`config.mk`:
```
export PLATFORM = sky130hd
export DESIGN_NAME = irq_gen
export DESIGN_NICKNAME = d
export VERILOG_FILES = /design/src/rtl/irq_gen.sv
export SDC_FILE = /design/constraint.sdc
export NUM_CORES = 1
export LEC_CHECK = 0
export CORE_MARGIN = 3
export CORE_UTILIZATION = 56
export DETAILED_ROUTE_END_ITERATION = 12
export GPL_ROUTABILITY_DRIVEN = 0
export PLACE_DENSITY_LB_ADDON = 0.12
export SETUP_SLACK_MARGIN = 0.05
export SLEW_MARGIN = 5
export SYNTH_ARGS = -nofsm -noshare
export SYNTH_HDL_FRONTEND = slang
export SYNTH_HIERARCHICAL = 1
export SYNTH_SLANG_ARGS = --single-unit
```
`constraint.sdc`:
```
create_clock -name clk -period 1.8 [get_ports clk]
set_input_delay 0.18 -clock clk [delete_from_list [all_inputs] [get_ports clk]]
set_output_delay 0.18 -clock clk [all_outputs]
set_load 0.005 [all_outputs]
```
`src/rtl/irq_gen.sv`:
```
// irq_gen: per-line synchronize/debounce, latch rising edges as pending, issue fixed-width spaced pulses.
// Optional macro IRQ_GEN_COUNT_EN adds a 32-bit count of issued pulses on irq_count (tied to 0 otherwise).

module irq_gen_line #(
  parameter int DEBOUNCE_CYCLES = 16,
  parameter int PULSE_CYCLES    = 1,
  parameter int GAP_CYCLES      = 4
) (
  input  logic clk,
  input  logic clr,
  input  logic btn_i,
  input  logic mask_i,
  input  logic halt_i,
  output logic irq_o,
  output logic pend_o
`ifdef IRQ_GEN_COUNT_EN
  , output logic start_o
`endif
);
  localparam int CW   = $clog2(DEBOUNCE_CYCLES) + 1;
  localparam int TMAX = (PULSE_CYCLES > GAP_CYCLES) ? PULSE_CYCLES : GAP_CYCLES;
  localparam int TW   = $clog2(TMAX) + 1;

  typedef enum logic [1:0] {IDLE = 2'd0, PULSE = 2'd1, GAP = 2'd2} state_e;

  logic          s1_q, s_q;
  logic          db_q, db_d, dbp_q;
  logic [CW-1:0] cnt_q, cnt_d;
  logic          pend_q, pend_d;
  logic [TW-1:0] tmr_q, tmr_d;
  state_e        state_q, state_d;
  logic          rise, issue, start;

  always_ff @(posedge clk) begin
    if (clr) begin
      s1_q    <= 1'b0;
      s_q     <= 1'b0;
      db_q    <= 1'b0;
      dbp_q   <= 1'b0;
      cnt_q   <= '0;
      pend_q  <= 1'b0;
      tmr_q   <= '0;
      state_q <= IDLE;
    end else begin
      s1_q    <= btn_i;
      s_q     <= s1_q;
      db_q    <= db_d;
      dbp_q   <= db_q;
      cnt_q   <= cnt_d;
      pend_q  <= pend_d;
      tmr_q   <= tmr_d;
      state_q <= state_d;
    end
  end

  // Any sample that agrees with the accepted level restarts the stability count.
  always_comb begin
    db_d  = db_q;
    cnt_d = cnt_q;
    if (s_q == db_q) begin
      cnt_d = '0;
    end else if (cnt_q == CW'(DEBOUNCE_CYCLES - 1)) begin
      db_d  = s_q;
      cnt_d = '0;
    end else begin
      cnt_d = cnt_q + CW'(1);
    end
  end

  assign rise  = db_q & ~dbp_q;
  assign issue = pend_q & ~mask_i & ~halt_i;

  // The last GAP cycle may hand straight over to a new pulse, so back-to-back
  // requests are separated by exactly GAP_CYCLES low cycles.
  always_comb begin
    state_d = state_q;
    tmr_d   = tmr_q;
    start   = 1'b0;
    case (state_q)
      IDLE: begin
        if (issue) begin
          state_d = PULSE;
          tmr_d   = TW'(PULSE_CYCLES - 1);
          start   = 1'b1;
        end
      end
      PULSE: begin
        if (tmr_q == '0) begin
          state_d = GAP;
          tmr_d   = TW'(GAP_CYCLES - 1);
        end else begin
          tmr_d = tmr_q - TW'(1);
        end
      end
      GAP: begin
        if (tmr_q != '0) begin
          tmr_d = tmr_q - TW'(1);
        end else if (issue) begin
          state_d = PULSE;
          tmr_d   = TW'(PULSE_CYCLES - 1);
          start   = 1'b1;
        end else begin
          state_d = IDLE;
        end
      end
      default: begin
        state_d = IDLE;
        tmr_d   = '0;
      end
    endcase
  end

  // A new rise beats the consume in the same edge.
  assign pend_d = rise | (pend_q & ~start);

  always_comb begin
    irq_o  = (state_q == PULSE);
    pend_o = pend_q;
  end

`ifdef IRQ_GEN_COUNT_EN
  assign start_o = start;
`endif
endmodule

module irq_gen #(
  parameter int NUM_LINES       = 8,
  parameter int DEBOUNCE_CYCLES = 16,
  parameter int PULSE_CYCLES    = 1,
  parameter int GAP_CYCLES      = 4
) (
  input  logic                 clk,
  input  logic                 clr,
  input  logic [NUM_LINES-1:0] btn,
  input  logic [NUM_LINES-1:0] mask,
  input  logic                 halt,
  output logic [NUM_LINES-1:0] hardware_interrupt,
  output logic [NUM_LINES-1:0] pending,
  output logic [31:0]          irq_count
);
`ifdef IRQ_GEN_COUNT_EN
  logic [NUM_LINES-1:0] start;
`endif

  for (genvar i = 0; i < NUM_LINES; i++) begin : g_line
    irq_gen_line #(
      .DEBOUNCE_CYCLES(DEBOUNCE_CYCLES),
      .PULSE_CYCLES   (PULSE_CYCLES),
      .GAP_CYCLES     (GAP_CYCLES)
    ) u_line (
      .clk    (clk),
      .clr    (clr),
      .btn_i  (btn[i]),
      .mask_i (mask[i]),
      .halt_i (halt),
      .irq_o  (hardware_interrupt[i]),
      .pend_o (pending[i])
`ifdef IRQ_GEN_COUNT_EN
      , .start_o(start[i])
`endif
    );
  end

`ifdef IRQ_GEN_COUNT_EN
  logic [31:0] cnt_q, cnt_d;

  always_comb begin
    cnt_d = cnt_q;
    for (int i = 0; i < NUM_LINES; i++) cnt_d = cnt_d + 32'(start[i]);
  end

  always_ff @(posedge clk) begin
    if (clr) cnt_q <= '0;
    else     cnt_q <= cnt_d;
  end

  assign irq_count = cnt_q;
`else
  assign irq_count = 32'h0;
`endif
endmodule

```
# Yosys cells after proc, flatten, opt, wreduce, memory -nomap -nowiden
# Cells that the tools add are included.
classes:
  magnitude_cmp: 0
  mux: 96
  n_div: 0
  n_mul: 0
  shifts: 0
  eq_ne: 56
  addsub: 16
  n_bitwise: 73
  reduce_logical: 48
op_table:
  columns: ["op", "n"]
  rows:
  - ["$mux 3", 24]
  - ["$pmux 3 s3", 8]
  - ["$mux 2", 24]
  - ["$pmux 2 s3", 8]
  - ["$add 5x1->5 const B", 8]
  - ["$eq 5x4->1 const B", 8]
  - ["$not 1->1", 33]
  - ["$and 1x1->1", 32]
  - ["$ne 2x2->1 const B", 16]
  - ["$logic_not 3->1", 8]
  - ["$mux 1", 24]
  - ["$reduce_and 3->1", 8]
  - ["$reduce_bool 3->1", 8]
  - ["$reduce_or 3->1", 8]
  - ["$sub 3x1->3 const B", 8]
  - ["$eq 2x1->1 const B", 8]
  - ["$eq 2x2->1 const B", 8]
  - ["$logic_not 2->1", 8]
  - ["$ne 2x1->1 const B", 8]
  - ["$pmux 1 s2", 8]
  - ["$reduce_and 2->1", 8]
  - ["$eq 1x1->1", 8]
  - ["$or 1x1->1", 8]
totals:
  ramBits: 0
  latch_bits: 0
  inputBits: 19
  out_inout_bits: 48
  rom_bits: 0
  reg_bits: 120
  mem_count: 0
  wordCells: 353

# Longest topological paths before layout
depth:
  word_depth: 9
  depth_mapped: 6
  mapped_depth_nobuf: 6

# Hierarchy
# The synthesis kept the hierarchy.
modules_own_cells:
  columns: ["module", "cells_each", "seq_area_each_um2", "instances", "area_each_um2"]
  rows:
  - ["irq_gen_line", 71, 300.3, 8, 710.7]
  - ["irq_gen", 33, 0.0, 1, 244.0]

# Worst setup path before layout
# Ideal clock, no wire load.
synth_path:
  path_type: "register to register"
  from: "reg g_line[0].u_line.cnt_q[0]"
  to: "reg g_line[0].u_line.cnt_q[2]"
  period_less_slack_ps: 1400
  t_required_ps: 1736
  setup_time_ps: 64
  n_path_buf: 0
  path_slack_ps: 400
  arrival_time_ps: 1336
  stages_incl_launch_ff: 6
  path_cell_list: "dfxtp_1 -> ha_1 -> and3_1 -> ha_1 -> or3_4 -> nor2_1"
synth_via:
  elab_chain_cells: 2
  word_cells_on_any_way: 3
  classes_between: "add/sub (1); eq/ne (1); reduce/logical (1)"
synth_rtl:
  columns: ["item", "line", "rtl"]
  rows:
  - ["start, declared", "28", "logic [CW-1:0] cnt_q, cnt_d;"]
  - ["start signal, assigned", "49", "cnt_q <= cnt_d;"]
  - ["branches (longest 2 deep; another with $add 5x1->5)", null, null]
# Parallel ways; which one is timed is not known.
# A chain may end at the register's enable or synchronous reset.

# Worst setup path in the final report
layout_path:
  from: "reg g_line[7].u_line.state_q[1]"
  to: "out hardware_interrupt[7]"
layout_via:
  elab_chain_cells: 1
layout_rtl:
  columns: ["item", "line", "rtl"]
  rows:
  - ["start, declared", "31", "state_e state_q, state_d;"]
  - ["start signal, assigned", "52", "state_q <= state_d;"]
  - ["$eq 2x1->1", "117", "irq_o = (state_q == PULSE);"]
  - ["end, declared", "137", "output logic [NUM_LINES-1:0] hardware_interrupt,"]
# No other way between the ends.

==> impl_results.md <==
* Post-synthesis share of cell area spent on xor and xnor gates at 0.0355
* Max Clk Rate at 0.623 GHz
* CTS tree: yes
* Total power density per cell area at 935 mW/mm^2
* Area growth from synthesis to layout at 17.5%
* Max-slew headroom at the worst pin at 0.614
* Post-synthesis mux area share at 0.0287
* Worst slew pin tran at just under 600 ps
* Leakage component of the power at 2.63 nW
* First-pass GRT wire length at 17500 um
* CTS Hold Bufs at 0
* # nets final at 706
* Post-layout min period at 1600 ps
* Die W at 109 um
* Boundary Pins at 67
* Count of endpoints failing setup in the final report at 0
* Type of the setup path with the least slack: reg -> out
* Clk Latency, worst-skew pair at roughly 500 ps
* Setup tns final at 0 ps
* Pre-CTS worst setup slack at 168 ps
* Post-synthesis share of cell area spent on full adders, half adders and majority gates at 0.0675
* Worst setup skew after layout at approximately 5.4 ps
* Number of vias after detailed routing at approximately 4000
* Initial antenna violation count at 0
* Maximum Capacitance Violations at 0
* Unrepaired setup endpoints after global routing: false
* Worst setup SP type: register
* Hold Fails Final Rpt at 0
* Number of global-route vias before repair at 4047
* H-tree lvl count at 4
* Simple-gate area share of the yosys netlist at 0.245
* Largest net degree at the start of global routing at 48
* Number of cells produced by synthesis at 601
* Fraction of the yosys area taken by sequential cells at 0.405
* Clk Tree Root Cell: sky130_fd_sc_hd__clkbuf_8
* Vias/cell at roughly 5.1
* Number of synthesized register bits at 120
* Slew Limit Fails at 0
* Detailed-route DRC error count at 0
* Share of final-layout standard cells stronger than drive strength 1 at 0.210
* TritonRoute pass-1 iters at 4
* Critical Path Sink Type: output port
* DR iter-0 viols at 158
* Maximum clock path buffer count at 2
* Register-to-register setup slack at 290 ps
* Worst IR drop on VDD at 0.000541 V
* Post-detail-place hpwl at 6920 um
* Number of library cell types mapped by synthesis at 32
* Core occupancy in the finished layout at 0.693
* Outcome: completed
* Sinks on the clock net at 120
* Port Buffers at 34
* Clock Pin Slew Worst Setup and Hold Paths at 60 ps
* GRT overflow at 0
* Post-Synthesis Cell Area at 0.00593 sq mm
* Signal arrival time at the worst endpoint at 1420 ps
* Compound-cell area share of the yosys netlist at 0.142
* Area of the die at between 0.01 and 0.015 sq mm
* Number of CTS-inserted buffers at 17
* Gr usage total at 0.185
* # diodes at 0
* Leading cell type in the layout, fill and taps excluded: sky130_fd_sc_hd__dfxtp_1
* Tightest hold margin at roughly 160 ps
* Worst path setup slack after routing at 196 ps
* Initial core utilization at 0.590
* Main combinational cell family by area after synthesis: simple AND/OR/NAND/NOR gates
* Worst EP required at 1620 ps
* Core outline area at about 0.010 sq mm
* Hold WC Path Type: in -> reg
* Portion of the clock cycle consumed by the worst path in the final layout at 0.891
* Most used cells in the layout excluding fill and tap cells: 111 x sky130_fd_sc_hd__dfxtp_1, 64 x sky130_fd_sc_hd__nor2_1
* FP Rows at 36
* Number of warning messages in the yosys log at 6
* Worst-path fanout max at 7
* Number of nets still failing antenna checks after routing at 0
* FILL cells at 783
* Overall power after layout at between 6 and 7 mW
* Routed wire length at 10000 um
* Mean Syn Cell Area at approximately 10 sq um
* Height of the chip at between 100 and 150 um
* Mean routed wirelength per cell at 12.5 um
## stage by stage
step | cells | area (sq um)
CTS | 798 | 6940
global route | 801 | 6970
detailed placement | 763 | 6320
finish | 801 | 6970
global placement | 763 | 6320
floorplan | 632 | 6050
## cells in the mapped netlist, drive strengths merged
master,instances,area share
ha,32,0.068
a221oi,8,0.020
dfxtp,120,0.41
clkbuf,8,0.0051
o21ai,24,0.025
nor3b,8,0.017
or2b,8,0.010
and3,8,0.0084
inv,32,0.020
xor2,8,0.012
a21oi,24,0.020
a2111oi,8,0.037
conb,1,0.00063
xnor2,16,0.024
nand2b,16,0.027
mux2i,8,0.014
and2b,16,0.020
nand2,32,0.020
nor4,8,0.0084
nor2,72,0.049
buf,40,0.051
nor2b,32,0.034
nand3,16,0.014
a31oi,16,0.017
or3,8,0.015
and2,8,0.012
mux2,8,0.015
o41ai,8,0.022
nand3b,8,0.010
## path summary, 6_finish.rpt
kind,start,end,cells after the start
max,g_line[7].u_line/state_q[1]$_SDFFE_PP0P_,hardware_interrupt[7],2
min,clr,g_line[0].u_line/db_q$_SDFFE_PP0P_,2
max reg2reg,g_line[6].u_line/cnt_q[0]$_SDFF_PP0_,g_line[6].u_line/cnt_q[2]$_SDFF_PP0_,5
min reg2reg,g_line[2].u_line/s1_q$_SDFF_PP0_,g_line[2].u_line/s_q$_SDFF_PP0_,1
## cells by family after synthesis
logic type,count (synthesis)
xor gates and xnor gates,24
buffers and inverters,80
muxes,16
DFF,120
other,1
adders and majority gates,32
AOI/OAI and AO/OA,88
and+or+nand+nor,240
## worst max-delay path, stage by stage, from the launching register on
cell and delay (ps):
sky130_fd_sc_hd__dfxtp_2 390, sky130_fd_sc_hd__and2b_2 260, sky130_fd_sc_hd__dlygate4sd2_1 270
## flip-flops by register name (all words and copies together), names as in the netlist
signal,flops
g_line.u_line/s_q,8
g_line.u_line/cnt_q,40
g_line.u_line/pend_o,8
g_line.u_line/s1_q,8
g_line.u_line/tmr_q,24
g_line.u_line/state_q,16
g_line.u_line/dbp_q,8
g_line.u_line/db_q,8
## cell type report
type,count,area [sq um],share of cell area
tap,133,166,0.0239
timing repair buffer,52,479,0.0688
clock buffer,19,432,0.0620
inverter,32,120,0.0172
sequential,120,2420,0.348
clock inverter,13,153,0.0219
multi-input combinational,432,3190,0.459
## power by group
group	switching (mW)	internal [mW]	total, mW
clock network	1.15	2.13	3.28
logic	0.295	0.210	0.505
registers	0.0238	2.70	2.73
## routing by layer
layer	GRT usage	wire (um)	up-vias
li1	-	-	2097
met1	0.205	4420	1905
met2	0.327	5060	71
met3	0.0557	357	16
met4	0.0794	174	0
met5	0	0	-
## what timing repair did
action | in CTS | in global routing
hold endpoints to repair | 0 | 0
setup endpoints to repair | 8 | 1
pin swaps | 0 | 0
gates resized for setup | 20 | 1
setup buffers | 3 | 3
Note: power is estimated with default switching activity, not from simulation.
